--- src/rtl/alu_pkg.sv ---
// -----------------------------------------------------------------------------
// alu_pkg
// Shared definitions for the chunked adder/subtractor:
//   - opsel encodings (OP_*)
//   - FSM state type (IDLE / BUSY / DONE)
//   - carry-in source type and the per-opsel operand control decode
// Every operation is reduced to X + Y + c0, where decode_op tells the
// datapath whether to swap op1/op2, whether to invert Y, and where c0 comes from.
// -----------------------------------------------------------------------------
package alu_pkg;

    localparam logic [2:0] OP_ADD = 3'b000;
    localparam logic [2:0] OP_ADC = 3'b001;
    localparam logic [2:0] OP_SUB = 3'b100;
    localparam logic [2:0] OP_SBC = 3'b101;
    localparam logic [2:0] OP_RSB = 3'b110;

    typedef enum logic [1:0] {
        IDLE = 2'd0,
        BUSY = 2'd1,
        DONE = 2'd2
    } state_t;

    typedef enum logic [1:0] {
        C0_ZERO = 2'd0,
        C0_ONE  = 2'd1,
        C0_CIN  = 2'd2
    } c0_src_t;

    typedef struct packed {
        logic    swap;     // X=op2, Y derived from op1 (reverse subtract)
        logic    inv_y;    // Y is the bitwise complement of its source
        c0_src_t c0_src;   // where the initial carry comes from
        logic    illegal;  // opsel is not a defined code; run as ADD
    } op_ctrl_t;

    function automatic op_ctrl_t decode_op(input logic [2:0] opsel);
        op_ctrl_t c;
        c.swap    = 1'b0;
        c.inv_y   = 1'b0;
        c.c0_src  = C0_ZERO;
        c.illegal = 1'b0;
        case (opsel)
            OP_ADD: ;
            OP_ADC: c.c0_src = C0_CIN;
            OP_SUB: begin
                c.inv_y  = 1'b1;
                c.c0_src = C0_ONE;
            end
            OP_SBC: begin
                c.inv_y  = 1'b1;
                c.c0_src = C0_CIN;
            end
            OP_RSB: begin
                c.swap   = 1'b1;
                c.inv_y  = 1'b1;
                c.c0_src = C0_ONE;
            end
            default: c.illegal = 1'b1;
        endcase
        return c;
    endfunction

endpackage

--- src/rtl/addsub_slice.sv ---
// -----------------------------------------------------------------------------
// addsub_slice
// Purely combinational CHUNK-bit adder: sum = a + b + ci.
// Ports:
//   a_i, b_i  : CHUNK-bit addends
//   ci_i      : carry into bit 0
//   sum_o     : CHUNK-bit sum
//   co_o      : carry out of bit CHUNK-1
//   cmsb_o    : carry into bit CHUNK-1 (used for signed overflow)
// -----------------------------------------------------------------------------
module addsub_slice #(
    parameter int CHUNK = 32
) (
    input  logic [CHUNK-1:0] a_i,
    input  logic [CHUNK-1:0] b_i,
    input  logic             ci_i,
    output logic [CHUNK-1:0] sum_o,
    output logic             co_o,
    output logic             cmsb_o
);

    logic [CHUNK:0] full;

    always_comb begin
        full = {1'b0, a_i} + {1'b0, b_i} + {{CHUNK{1'b0}}, ci_i};
    end

    assign sum_o = full[CHUNK-1:0];
    assign co_o  = full[CHUNK];
    // The sum bit is a^b^carry_in, so the carry into the MSB can be
    // recovered from the MSB operands and result; valid for CHUNK=1 too.
    assign cmsb_o = a_i[CHUNK-1] ^ b_i[CHUNK-1] ^ full[CHUNK-1];

endmodule

--- src/rtl/chunked_addsub.sv ---
// -----------------------------------------------------------------------------
// chunked_addsub
// Multi-cycle WIDTH-bit adder/subtractor. The operation is reduced to
// X + Y + c0 at acceptance and then evaluated LSB-first, one CHUNK-bit slice
// per clock, through a single shared addsub_slice with a registered carry.
// Ports:
//   clk, rst            : clock (rising edge), asynchronous active-high reset
//   in_valid / in_ready : operation handshake; in_ready only in IDLE
//   op1, op2, opsel     : operands and operation select (see alu_pkg)
//   mode, cin           : mode=1 forces c0=cin for every opsel
//   out_valid/out_ready : result handshake; out_valid only in DONE
//   s, cout, ovf, zero  : result, carry out, signed overflow, s==0
//   illegal             : opsel was undefined (result computed as ADD)
// -----------------------------------------------------------------------------
module chunked_addsub
    import alu_pkg::*;
#(
    parameter int WIDTH = 128,
    parameter int CHUNK = 32
) (
    input  logic             clk,
    input  logic             rst,
    input  logic             in_valid,
    output logic             in_ready,
    input  logic [WIDTH-1:0] op1,
    input  logic [WIDTH-1:0] op2,
    input  logic [2:0]       opsel,
    input  logic             mode,
    input  logic             cin,
    output logic             out_valid,
    input  logic             out_ready,
    output logic [WIDTH-1:0] s,
    output logic             cout,
    output logic             ovf,
    output logic             zero,
    output logic             illegal
);

    localparam int NCHUNK = WIDTH / CHUNK;
    localparam int CNT_W  = (NCHUNK > 1) ? $clog2(NCHUNK) : 1;
    localparam logic [CNT_W-1:0] LAST_CNT = CNT_W'(NCHUNK - 1);

    state_t           state_q,   state_d;
    logic [CNT_W-1:0] cnt_q,     cnt_d;
    logic             carry_q,   carry_d;
    logic [WIDTH-1:0] x_q,       x_d;
    logic [WIDTH-1:0] y_q,       y_d;
    logic             pend_ill_q, pend_ill_d;
    logic [WIDTH-1:0] s_q,       s_d;
    logic             cout_q,    cout_d;
    logic             ovf_q,     ovf_d;
    logic             zero_q,    zero_d;
    logic             illegal_q, illegal_d;

    // Operand conditioning at acceptance
    op_ctrl_t         ctrl;
    logic [WIDTH-1:0] acc_x;
    logic [WIDTH-1:0] acc_ysrc;
    logic [WIDTH-1:0] acc_y;
    logic             acc_c0;

    always_comb begin
        ctrl     = decode_op(opsel);
        acc_x    = ctrl.swap ? op2 : op1;
        acc_ysrc = ctrl.swap ? op1 : op2;
        acc_y    = ctrl.inv_y ? ~acc_ysrc : acc_ysrc;
        if (mode) begin
            acc_c0 = cin;
        end else begin
            case (ctrl.c0_src)
                C0_ONE:  acc_c0 = 1'b1;
                C0_CIN:  acc_c0 = cin;
                default: acc_c0 = 1'b0;
            endcase
        end
    end

    // Shared slice, fed by a counter-indexed select of the latched operands
    logic [CHUNK-1:0] sl_a;
    logic [CHUNK-1:0] sl_b;
    logic [CHUNK-1:0] sl_sum;
    logic             sl_co;
    logic             sl_cmsb;

    always_comb begin
        sl_a = CHUNK'(x_q >> (int'(cnt_q) * CHUNK));
        sl_b = CHUNK'(y_q >> (int'(cnt_q) * CHUNK));
    end

    addsub_slice #(
        .CHUNK (CHUNK)
    ) u_slice (
        .a_i    (sl_a),
        .b_i    (sl_b),
        .ci_i   (carry_q),
        .sum_o  (sl_sum),
        .co_o   (sl_co),
        .cmsb_o (sl_cmsb)
    );

    always_comb begin
        state_d    = state_q;
        cnt_d      = cnt_q;
        carry_d    = carry_q;
        x_d        = x_q;
        y_d        = y_q;
        pend_ill_d = pend_ill_q;
        s_d        = s_q;
        cout_d     = cout_q;
        ovf_d      = ovf_q;
        zero_d     = zero_q;
        illegal_d  = illegal_q;

        case (state_q)
            IDLE: begin
                if (in_valid) begin
                    x_d        = acc_x;
                    y_d        = acc_y;
                    carry_d    = acc_c0;
                    pend_ill_d = ctrl.illegal;
                    cnt_d      = '0;
                    state_d    = BUSY;
                end
            end
            BUSY: begin
                for (int k = 0; k < NCHUNK; k++) begin
                    if (cnt_q == CNT_W'(k)) begin
                        s_d[k*CHUNK +: CHUNK] = sl_sum;
                    end
                end
                carry_d = sl_co;
                cnt_d   = cnt_q + CNT_W'(1);
                if (cnt_q == LAST_CNT) begin
                    // Final slice: publish the flags together with the
                    // completed result so they stay coherent in DONE/IDLE.
                    cout_d    = sl_co;
                    ovf_d     = sl_cmsb ^ sl_co;
                    zero_d    = (s_d == '0);
                    illegal_d = pend_ill_q;
                    cnt_d     = '0;
                    state_d   = DONE;
                end
            end
            DONE: begin
                if (out_ready) begin
                    state_d = IDLE;
                end
            end
            default: state_d = IDLE;
        endcase
    end

    always_ff @(posedge clk or posedge rst) begin
        if (rst) begin
            state_q    <= IDLE;
            cnt_q      <= '0;
            carry_q    <= 1'b0;
            x_q        <= '0;
            y_q        <= '0;
            pend_ill_q <= 1'b0;
            s_q        <= '0;
            cout_q     <= 1'b0;
            ovf_q      <= 1'b0;
            zero_q     <= 1'b0;
            illegal_q  <= 1'b0;
        end else begin
            state_q    <= state_d;
            cnt_q      <= cnt_d;
            carry_q    <= carry_d;
            x_q        <= x_d;
            y_q        <= y_d;
            pend_ill_q <= pend_ill_d;
            s_q        <= s_d;
            cout_q     <= cout_d;
            ovf_q      <= ovf_d;
            zero_q     <= zero_d;
            illegal_q  <= illegal_d;
        end
    end

    assign in_ready  = (state_q == IDLE);
    assign out_valid = (state_q == DONE);
    assign s         = s_q;
    assign cout      = cout_q;
    assign ovf       = ovf_q;
    assign zero      = zero_q;
    assign illegal   = illegal_q;

endmodule

--- config.mk ---
export PLATFORM = sky130hd
export DESIGN_NAME = chunked_addsub
export DESIGN_NICKNAME = d
export VERILOG_FILES = /design/src/rtl/alu_pkg.sv /design/src/rtl/addsub_slice.sv /design/src/rtl/chunked_addsub.sv
export SDC_FILE = /design/constraint.sdc
export NUM_CORES = 1
export LEC_CHECK = 0
export CAP_MARGIN = 40
export CELL_PAD_IN_SITES_DETAIL_PLACEMENT = 0
export CELL_PAD_IN_SITES_GLOBAL_PLACEMENT = 1
export CORE_ASPECT_RATIO = 0.9
export CORE_MARGIN = 5
export CORE_UTILIZATION = 44
export DETAILED_ROUTE_END_ITERATION = 16
export PLACE_DENSITY_LB_ADDON = 0.08
export RECOVER_POWER = 100
export SLEW_MARGIN = 20
export SYNTH_ARGS = -nofsm -noshare
export SYNTH_HDL_FRONTEND = slang
export SYNTH_SLANG_ARGS = --single-unit
--- constraint.sdc ---
create_clock -name clk -period 27.1 [get_ports clk]
set_input_delay 5.42 -clock clk [delete_from_list [all_inputs] [get_ports clk]]
set_output_delay 5.42 -clock clk [all_outputs]
set_load 0.01 [all_outputs]
==> reports/summary.txt, run 1 <==
leakage -> 13.6 nW
worst min-delay path category -> register to register
IO Pins -> 399
Setup TNS -> 0 ns
number of iterations in the first detailed-routing pass -> 5
IO Port Bufs -> 398
grt ovf -> 0
Seq/Total Area, Yosys -> 0.451
Max Cap Viol -> 20
Hold Slack -> 0.473 ns
most frequent cells in the layout -> nand2_1 (434), o21ai_0 (408), dfrtp_1 (393)
slew of the pin with the lowest slew margin -> 4.71 ns
Yosys warning total -> 0
Critical Path RT -> 27.26 ns
Starting Density -> 0.445
design area -> 27900 um2
fillers -> 4392
post-synthesis simple-gate area fraction -> 0.111
initial drt markers -> 1177
drc violations -> 0
Final GP Congestion -> 0.858
grt met2 use -> 0.387
Std-Cell Rows -> 77
final slew viol count -> 1118
Max rail drop VDD -> 102 uV
Unique masters post-synth -> 65
Die ar. -> 54300 um2
CP startpoint kind -> input pin
share of layout cells above drive strength 1 -> 0.0642
CP Capture Type -> async pin
Pwr per Cell Area -> 144 nW/um2
Avg Cell Area, Syn -> 9.92 um2
GRT met3 Usage -> 0.0465
Resized Gates After CTS -> 0
unrepaired setup endpoints after global routing -> false
final hold violation count -> 0
gr busiest metal -> met2
first-pass GRT wire length -> 106000 um
f_max -> 0.0667 GHz
dpl hpwl -> 50300 um
antenna-violating nets left -> 0
status -> complete, but fails checks
core area -> 49100 um2
vias in the first global route -> 18000
failing checks -> capacitance limit, slew limit
CTS sink count -> 394
Synth Area in Compound Gates -> 0.138
# nets final -> 2839
per-cell routed wire length -> 21.1 um
Synth Area in Adders -> 0.0218
largest family of logic cells by synthesized area -> multiplexers
CTS tree -> yes
number of buffers created by CTS -> 44
CP Data Arrival Time -> 15.16 ns
mux contribution to synthesized area -> 0.188
Clk Tree Root Cell -> clkbuf_16
clock slew at reported path FFs -> 0.06 ns
Final setup viols -> 0
xor and xnor area share after synthesis -> 0.0600
top fanout value on the critical path -> 103
Post-Synthesis Cells -> 2206
htree depth -> 2
Syn-to-layout area delta -> 27.7%
Slew HR -> -2.16
WL final -> 67600 um
Vias -> 17800
Chip Height -> 222 um
Worst Setup Path Type -> input pin to async pin
period utilization -> 0.554
All-Layer GR Usage -> 0.245
Reg2Reg Setup Slack -> 17.61 ns
Synth Flop Type -> dfrtp_1
largest net degree at the start of global routing -> 129
drt via density -> 5.56
initial antenna violation count -> 6
CTS Buffer Depth -> 3
Synth Net Count -> 2508
Die W -> 245 um
Placed Area -> 26600 um2
Post-CTS Setup Bufs -> 0
grt met1 use -> 0.346
asr flop ratio synth -> 1.00
Synth Cell Area -> 21900 um2
leading cell type in the layout, fill and taps excluded -> nand2_1
fin crit period -> 15.00 ns
worst-skew pair later-pin latency -> 0.57 ns
Post-synth EDFFs -> 0
Fin Clk Skew -> 0.0195 ns
Yosys reg bits -> 394
# hold bufs at CTS -> 0
## kinds of logic after synthesis
logic type,Yosys count
buf+inv,175
flops,394
xor+xnor,150
mux,330
simple gates,579
compound gates,541
fa+ha+maj,37
## power by group
| group | internal [mW] | switching, mW |
|---|---|---|
| sequential | 0.870 | 0.190 |
| combinational | 0.840 | 1.48 |
| clock | 0.401 | 0.248 |
| total | 2.11 | 1.92 |
## per-layer routing
layer,wire (um),vias up,share of wire
met4,1630,10,0.024
li1,-,8498,-
met3,4020,97,0.059
met2,31300,494,0.46
met1,30600,8715,0.45
met5,70,-,0.0010
## path summary, 6_finish.rpt
kind                       cells past startpoint     start       to
setup / recovery                               6       rst   x_q[4]
hold / removal                                 2    s[124]   s[124]
setup reg to reg                              14  cnt_q[1]     zero
hold reg to reg                                2    s[124]   s[124]
max in group clk                               6  in_valid  x_q[18]
min in group asynchronous                      2       rst   s[123]
## through the flow
| stage | total power [mW] | setup WS [ns] | util | instances |
|---|---|---|---|---|
| 2_1_floorplan | 2.41 | 10.73 | - | 2206 |
| 3_3_place_gp | 3.32 | 18.54 | 0.535 | 3099 |
| 3_5_place_dp | 3.43 | 18.49 | 0.540 | 3117 |
| 4_1_cts | 4.09 | 19.08 | 0.572 | 3196 |
| 5_1_grt | 4.30 | 9.97 | 0.568 | 3202 |
| 6_report | 4.03 | 12.10 | 0.569 | 3204 |
## flip-flops by register name, indices dropped and copies added (netlist names)
register    flops
carry_q         1
x_q           128
cnt_q           2
state_q         2
zero            1
cout            1
s             128
illegal         1
pend_ill_q      1
ovf             1
y_q           128
## final cells by class
cell class,instances,area (um2),share of cell area
sequential,394,9860,0.353
inverter,17,65.1,0.00233
tap,632,791,0.0283
antenna,2,5.00,0.000179
clock inverter,13,219,0.00784
timing repair buffer,443,4290,0.154
multi-input combinational,1637,11300,0.406
clock buffer,66,1360,0.0485
## critical path, stage by stage
cell and delay (ns):
dlygate4sd3_1 0.55, clkinvlp_2 2.62, clkbuf_1 1.34, clkbuf_1 1.81
clkbuf_1 1.50, clkbuf_1 1.82
## synth_stat cells (5+ instances only)
cell type	instances	share of area
mux2_2	5	0.0026
o2111ai_1	5	0.0020
a41oi_1	5	0.0020
nand4_1	13	0.0037
inv_1	17	0.0029
dfrtp_1	394	0.45
a31oi_1	7	0.0020
nand2b_1	6	0.0017
nor3_1	15	0.0034
buf_1	36	0.0062
mux2i_1	261	0.12
o21a_1	7	0.0024
o21ai_0	408	0.093
o21bai_1	9	0.0031
xor2_1	138	0.055
nor4_1	23	0.0066
a211oi_1	5	0.0017
a21o_1	15	0.0051
clkbuf_1	120	0.021
nand3_1	13	0.0030
mux4_2	64	0.066
nand2_1	434	0.074
nor2_1	41	0.0070
or4_1	9	0.0031
a21oi_1	38	0.0087
xnor2_1	12	0.0048
and3_1	6	0.0017
ha_1	35	0.020
Power figures use the tool's default switching activity.
==> run 2: changes to the inputs <==
- CORE_UTILIZATION: 44 -> 37
- clock period: 27.1 -> 12.2 ns (I/O delays scaled with it)
==> reports/summary.txt, run 2 (synthesis gave the netlist of run 1 again) <==
per-cell routed wire length -> 21.0 um (-0.58%)
worst min-delay path category -> register to register
Chip Height -> 241 um (+8.6%)
GRT met3 Usage -> 0.0366 (-0.00993)
design area -> 28200 um2 (+1.1%)
final core utilization -> 0.482 (-0.0861)
Placed Area -> 26800 um2 (+0.83%)
# nets final -> 2841 (+0.070%)
Worst R2R End -> zero
CP Depth -> 8 (+2)
Fin Clk Skew -> 0.0102 ns (-0.00933 ns)
htree depth -> 2 (unchanged)
Resized Gates After CTS -> 0 (unchanged)
Critical Path RT -> 12.51 ns (-14.75 ns)
Setup TNS -> 0 ns (unchanged)
worst-skew pair later-pin latency -> 0.57 ns (about the same)
most frequent cells in the layout -> nand2_1 (434), o21ai_0 (408), dfrtp_1 (393)
share of layout cells above drive strength 1 -> 0.0656 (+0.00143)
leading cell type in the layout, fill and taps excluded -> nand2_1
worst-case reg-to-reg path depth -> 16 (+2)
# hold bufs at CTS -> 0 (unchanged)
first-pass GRT wire length -> 107000 um (+1.9%)
clock slew at reported path FFs -> 0.06 ns (about the same)
Worst Setup Path Type -> input pin to register
failing checks -> capacitance limit, slew limit
Critical Path Source -> opsel[0]
unrepaired setup endpoints after global routing -> false
largest net degree at the start of global routing -> 159 (+23%)
drc violations -> 0 (unchanged)
family with the most delay on the worst path -> buffers and inverters
CP Capture Type -> register
CP max stage cell -> clkbuf_2
leakage -> 13.7 nW (+0.29%)
grt ovf -> 0 (unchanged)
antenna-violating nets left -> 0 (unchanged)
Post-CTS Setup Bufs -> 0 (unchanged)
grt met1 use -> 0.311 (-0.0350)
critical-path cell list -> dlygate4sd3_1, nand3b_1, clkbuf_2, clkbuf_1, buf_16, mux2i_1, xor2_1, o21ai_0
fin crit period -> 8.21 ns
f_max -> 0.122 GHz
initial antenna violation count -> 8 (+2)
Hold Slack -> 0.471 ns (-0.00202 ns)
Starting Density -> 0.374 (-0.0716)
grt met2 use -> 0.338 (-0.0484)
initial drt markers -> 1233 (+4.8%)
CTS Buffer Depth -> 3 (unchanged)
CP Buf/Inv Count -> 4 (-2)
Syn-to-layout area delta -> 29.1%
number of iterations in the first detailed-routing pass -> 5 (unchanged)
gr busiest metal -> met2
WL final -> 70300 um (+4.0%)
IO Pins -> 399 (unchanged)
Final setup viols -> 0 (unchanged)
dpl hpwl -> 52100 um (+3.6%)
Max rail drop VDD -> 204 uV (+99%)
IO Port Bufs -> 398 (unchanged)
Max stage delay on crit path -> 2.99 ns (+0.37 ns)
number of buffers created by CTS -> 45 (+2.3%)
status -> complete, but fails checks
slew of the pin with the lowest slew margin -> 4.30 ns (-0.408 ns)
CP startpoint kind -> input pin
Pwr per Cell Area -> 319 nW/um2 (+120%)
Clk Tree Root Cell -> clkbuf_16
core area -> 58500 um2 (+19%)
vias in the first global route -> 17700 (-1.8%)
Setup crit end -> y_q[97]
All-Layer GR Usage -> 0.213 (-0.0315)
Final GP Congestion -> 0.833 (-2.9%)
Die ar. -> 64100 um2 (+18%)
final hold violation count -> 0 (unchanged)
Slew HR -> -1.87 (+0.289)
Std-Cell Rows -> 84 (+9.1%)
FF-to-FF Start -> cnt_q[1]
Reg2Reg Setup Slack -> 4.08 ns (-13.53 ns)
drt via density -> 5.22 (-6.1%)
CP Data Arrival Time -> 8.52 ns (-6.64 ns)
Vias -> 17500 (-1.8%)
CTS tree -> yes
Max Cap Viol -> 11 (-45%)
CTS sink count -> 394 (unchanged)
period utilization -> 0.673
final slew viol count -> 872 (-22%)
Die W -> 266 um (+8.7%)
top fanout value on the critical path -> 136 (+32%)
-- run 2: worst min path at each step --
| stage | startpoint | to | cells after the start |
|---|---|---|---|
| floorplan | pend_ill_q | illegal | 2 |
| global placement | y_q[15] | y_q[15] | 2 |
| detailed placement | x_q[68] | x_q[68] | 2 |
| CTS | x_q[68] | x_q[68] | 2 |
| global route | x_q[90] | x_q[90] | 2 |
| finish | y_q[122] | y_q[122] | 2 |
-- run 2: routing by layer --
layer | up-vias | share of wire
li1 | 8522 | -
met1 | 8477 | 0.47
met2 | 405 | 0.46
met3 | 83 | 0.053
met4 | 10 | 0.016
met5 | - | 0.00095
-- run 2: final cells by class --
class	count	area [um2]
Antenna cell	2	5.00
Clock buffer	65	1330
Clock inverter	18	233
Fill cell	5470	30300
Inverter	17	65.1
Multi-Input combinational cell	1637	11400
Sequential cell	394	9860
Tap cell	774	968
Timing Repair Buffer	444	4420
-- run 2: worst min-delay path, stage by stage (launching register included) --
cell and delay, ns:
dfrtp_1 0.34, nand2_1 0.04, o21ai_0 0.05
-- run 2: report_power, final --
part / total, mW / switching [mW] / leakage, nW / internal (mW)
combinational: 5.20 / 3.30 / 7.95 / 1.90
sequential: 2.37 / 0.440 / 4.94 / 1.93
clock: 1.43 / 0.566 / 0.762 / 0.867
-- run 2: stage by stage --
step | instances | worst slack, ns | total power [mW]
CTS | 3345 | 6.40 | 9.21
detailed placement | 3262 | 6.42 | 7.75
finish | 3351 | 3.99 | 9.01
global placement | 3250 | 6.39 | 7.61
floorplan | 2206 | 4.46 | 5.36
global route | 3349 | 3.09 | 9.67
==> run 3: changes to the inputs <==
- CORE_UTILIZATION: 37 -> 41
- clock period: 12.2 -> 7.84 ns (I/O delays scaled with it)
==> reports/summary.txt, run 3 (synthesis gave the netlist of run 1 again) <==
largest net degree at the start of global routing -> 319 (+100%)
Final setup viols -> 0 (unchanged)
Max Cap Viol -> 9 (-2)
FF-to-FF Start -> cnt_q[0]
Chip Height -> 229 um (-4.8%)
CTS Buffer Depth -> 3 (unchanged)
Setup TNS -> 0 ns (unchanged)
Placed Area -> 26500 um2 (-1.1%)
fin crit period -> 6.42 ns
Post-Place Worst Slack -> 2.27 ns (-4.15 ns)
# hold bufs at CTS -> 0 (unchanged)
Critical Path RT -> 8.33 ns (-4.18 ns)
number of buffers created by CTS -> 44 (-2.2%)
Pwr per Cell Area -> 493 nW/um2 (+54%)
Critical Path Source -> cnt_q[0]
status -> complete, but fails checks
Die W -> 254 um (-4.8%)
f_max -> 0.156 GHz
Resized Gates After CTS -> 0 (unchanged)
worst-skew pair later-pin latency -> 0.58 ns (about the same)
Slew HR -> -1.71 (+0.160)
IO Port Bufs -> 398 (unchanged)
unrepaired setup endpoints after global routing -> false
htree depth -> 2 (unchanged)
vias in the first global route -> 17600 (-0.49%)
drt via density -> 5.47 (+4.7%)
dpl hpwl -> 51800 um (-0.67%)
final worst slack -> 1.42 ns (-2.57 ns)
failing checks -> capacitance limit, slew limit
final hold violation count -> 0 (unchanged)
first-pass GRT wire length -> 107000 um (-0.60%)
Hold Crit Start -> y_q[96]
initial drt markers -> 1325 (+7.5%)
clock slew at reported path FFs -> 0.06 ns (about the same)
CP Capture Type -> register
Vias -> 17800 (+1.5%)
leading cell type in the layout, fill and taps excluded -> nand2_1
grt ovf -> 0 (unchanged)
most frequent cells in the layout -> nand2_1 (434), o21ai_0 (408), dfrtp_1 (392)
CTS sink count -> 394 (unchanged)
All-Layer GR Usage -> 0.234 (+0.0208)
Syn-to-layout area delta -> 27.5%
Clk Tree Root Cell -> clkbuf_16
Die ar. -> 58100 um2 (-9.4%)
Worst Setup Path Type -> register to register
initial antenna violation count -> 3 (-5)
# nets final -> 2819 (-0.77%)
antenna-violating nets left -> 0 (unchanged)
Max rail drop VDD -> 241 uV (+18%)
post-layout power -> 13.7 mW (+53%)
Final GP Congestion -> 0.868 (+4.1%)
CP Data Arrival Time -> 6.91 ns (-1.61 ns)
design area -> 27900 um2 (-1.2%)
period utilization -> 0.819
WL final -> 69500 um (-1.0%)
IO Pins -> 399 (unchanged)
Fin Clk Skew -> 0.0212 ns (+0.0109 ns)
CP startpoint kind -> register
CTS tree -> yes
number of iterations in the first detailed-routing pass -> 5 (unchanged)
Starting Density -> 0.413 (+0.0395)
final slew viol count -> 607 (-30%)
drc violations -> 0 (unchanged)
top fanout value on the critical path -> 34 (-75%)
per-cell routed wire length -> 21.4 um (+2.1%)
worst min-delay path category -> register to register
slew of the pin with the lowest slew margin -> 4.06 ns (-0.239 ns)
leakage -> 13.6 nW (-0.70%)
fillers -> 4894 (-11%)
Std-Cell Rows -> 80 (-4.8%)
core area -> 53000 um2 (-9.5%)
final core utilization -> 0.527 (+0.0447)
share of layout cells above drive strength 1 -> 0.0639 (-0.00168)
Post-CTS Setup Bufs -> 0 (unchanged)
==> run 3: cell count changes in the layout (fill, tap and decap cells not counted), sizes merged <==
cell,change
clkdlybuf4s25,-1
buf,-5
clkdlybuf4s50,+1
bufinv,+1
dlygate4sd3,-1
clkbuf,-22
clkinv,+3
clkinvlp,-1
inv,-1
==> run 3: power by group <==
part	switching [mW]	leakage [nW]	total, mW	internal, mW
Sequential	0.774	4.94	3.78	3.00
Combinational	4.91	7.87	7.77	2.86
Clock	0.865	0.753	2.20	1.33
==> run 3: per-stage QoR <==
step	std cells	hold slack [ns]
finish	3248	0.472
CTS	3243	0.478
floorplan	2206	0.439
global placement	3159	0.456
global route	3248	0.497
detailed placement	3165	0.465
==> run 3: path summary, 6_finish.rpt <==
check,endpoint,slack (ns),cells after the start
setup / recovery,zero,1.42,16
hold reg to reg,y_q[96],0.47,2
max in group asynchronous,y_q[125],3.57,3
min in group asynchronous,s[19],1.62,2
hold / removal,y_q[96],0.47,2
setup reg to reg,zero,1.42,16
==> run 3: metal layers <==
| metal | wire [um] | up-vias | share of wire | global-route usage |
|---|---|---|---|---|
| met2 | 31500 | 477 | 0.45 | 0.362 |
| met5 | 11 | - | 0.00016 | 0 |
| met1 | 33000 | 8696 | 0.47 | 0.349 |
| li1 | - | 8502 | - | - |
| met4 | 1150 | 2 | 0.017 | 0.0449 |
| met3 | 3930 | 77 | 0.056 | 0.0415 |
==> run 3: area by class of cell <==
cell class,instances,area [um2],area share
Antenna cell,2,5.00,0.000179
Clock buffer,58,1260,0.0453
Clock inverter,20,269,0.00964
Inverter,17,65.1,0.00233
Multi-Input combinational cell,1637,11300,0.406
Sequential cell,394,9870,0.354
Tap cell,697,872,0.0312
Timing Repair Buffer,423,4230,0.152
==> run 3: critical path: stages (launching register included) <==
cell	delay, ns
dfrtp_4	0.90
mux4_2	0.60
inv_1	0.09
fa_1	0.18
inv_1	0.07
fa_1	0.46
a21o_1	0.23
a221o_1	0.40
o2bb2ai_1	0.30
or4_1	0.56
o311a_1	0.12
o311ai_0	1.18
a41oi_1	0.25
a2111o_1	0.44
nor3_1	0.21
nand4_1	0.13
o31ai_2	0.18
==> variant (config.mk and constraints of run 3) <==
Set the parameter `WIDTH` to 64 (it was 128).
--- a/src/rtl/chunked_addsub.sv
+++ b/src/rtl/chunked_addsub.sv
@@ -16,5 +16,5 @@
     import alu_pkg::*;
 #(
-    parameter int WIDTH = 128,
+    parameter int WIDTH = 64,
     parameter int CHUNK = 32
 ) (
Ports: changed (resized op1, op2 and s); port bits go from 399 to 207. No check against the original RTL was run, so the function may have changed too.
==> variant against run 3 <==
- the flow still finishes with violations (max-capacitance violations, max-slew violations)
- sequential power shrank 49%
- synthesized area is 46% lower
- routed wire length decreased by 54%
- setup slack gained 0.73 ns
- via count fell by 46%
- sequential cell count fell by 193
- count of clock-buffer cells in the layout fell by 27
- clock skew is 0.0079 ns lower
- design area decreased by 46%
- sequential share of layout area is 2.0 points lower
- first-iteration DRC count shrank 52%
- cell count decreased by 44%
- total power is 47% lower
- core utilization down 0.15 points
- largest cell class unchanged
- highest routed layer unchanged
==> variant: results (changes against run 3) <==
CTS
  • Clock sinks: 201 (-49%)
  • H-tree Lvls: 1 (-1)

Layout
  • Final nets: 1,593 (-43%)
  • Buffers, non-clock: 221 (-48%)
  • Fillers: 2,685 (-45%)
  • Diode count: 1 (-1)
  • Fraction of area in multi-input gates: 42.7% (+2.1 points)
  • Layout area overhead: 27.5% (about the same)

Outcome
  • Failing checks: max-capacitance violations, max-slew violations
  • Status: finished with violations

Placed design
  • Place WS: 3.39 ns (+1.12 ns)
  • Post-Place Cells: 1,762 (-44%)
  • Dpl hpwl: 24,300 um (-53%)

Global routing
  • Initial antenna violation count: 5 (+2)
  • Gr busiest metal: met1
  • Global Route Usage Sum: 19.6% (-3.8 points)

Power and ir drop
  • Leak Pwr: 0.00734 uW (-46%)
  • Max VDD drop: 0.000207 V (-14%)

Timing
  • Max-slew headroom: -115% (+56 points)
  • Slew Limit Fails: 216 (-64%)
  • Setup Skew: 0.0133 ns (-0.00788 ns)
  • WHS: 0.474 ns (+0.00135 ns)

Drt
  • Post-Route WL: 31,800 um (-54%)
  • Met2 wire length: 12,600 um (-60%)
  • Total number of vias: 9,499 (-46%)
  • Met3 Wirelength: 1780 um (-55%)

Logic synthesis
  • Sequential area share after synthesis: 42.5% (-2.6 points)
  • Dominant cells by area after synthesis: dfrtp_1, mux2i_1, o21ai_0
  • Complex-gate fraction of the synthesized area: 14.9% (+1.1 points)

Critical path
  • CP max FO: 50 (+47%)
  • Crit path DAT: 6.14 ns (-0.77 ns)
  • R2R depth: 14 (-2)

Job
  • Max-Cap Viols: 3 (-6)
-- variant: cell types whose count changed in the layout (fill, tap and decap cells not counted), moves of 17 or more --
cell	before	now
dlygate4sd3_1	136	73
xor2_1	138	80
clkdlybuf4s50_1	262	133
dfrtp_1	392	201
nand2_1	434	239
o21ai_0	408	218
mux4_2	64	0
mux2_2	5	62
mux2i_1	261	131
clkbuf_16	45	25
nor4_1	23	6
-- variant: worst max-delay path, cell delays in order (launching register included) --
cell and delay (ns):
dfrtp_1 1.82, mux2i_1 0.31, fa_1 0.51, inv_1 0.08
fa_1 0.22, a211oi_1 0.11, o211ai_1 0.30, nand2_1 0.17
o41ai_1 0.50, nor2_1 0.10, xor2_1 0.30, a32oi_1 0.15
or4_1 0.55, a2111oi_0 0.32, a31o_1 0.19
-- variant: where the power goes --
part           internal [uW]  leakage, uW  total, uW  switching (uW)
clock network            751     0.000428       1200             451
logic                   1620      0.00442       4150            2530
registers               1550      0.00250       1930             375
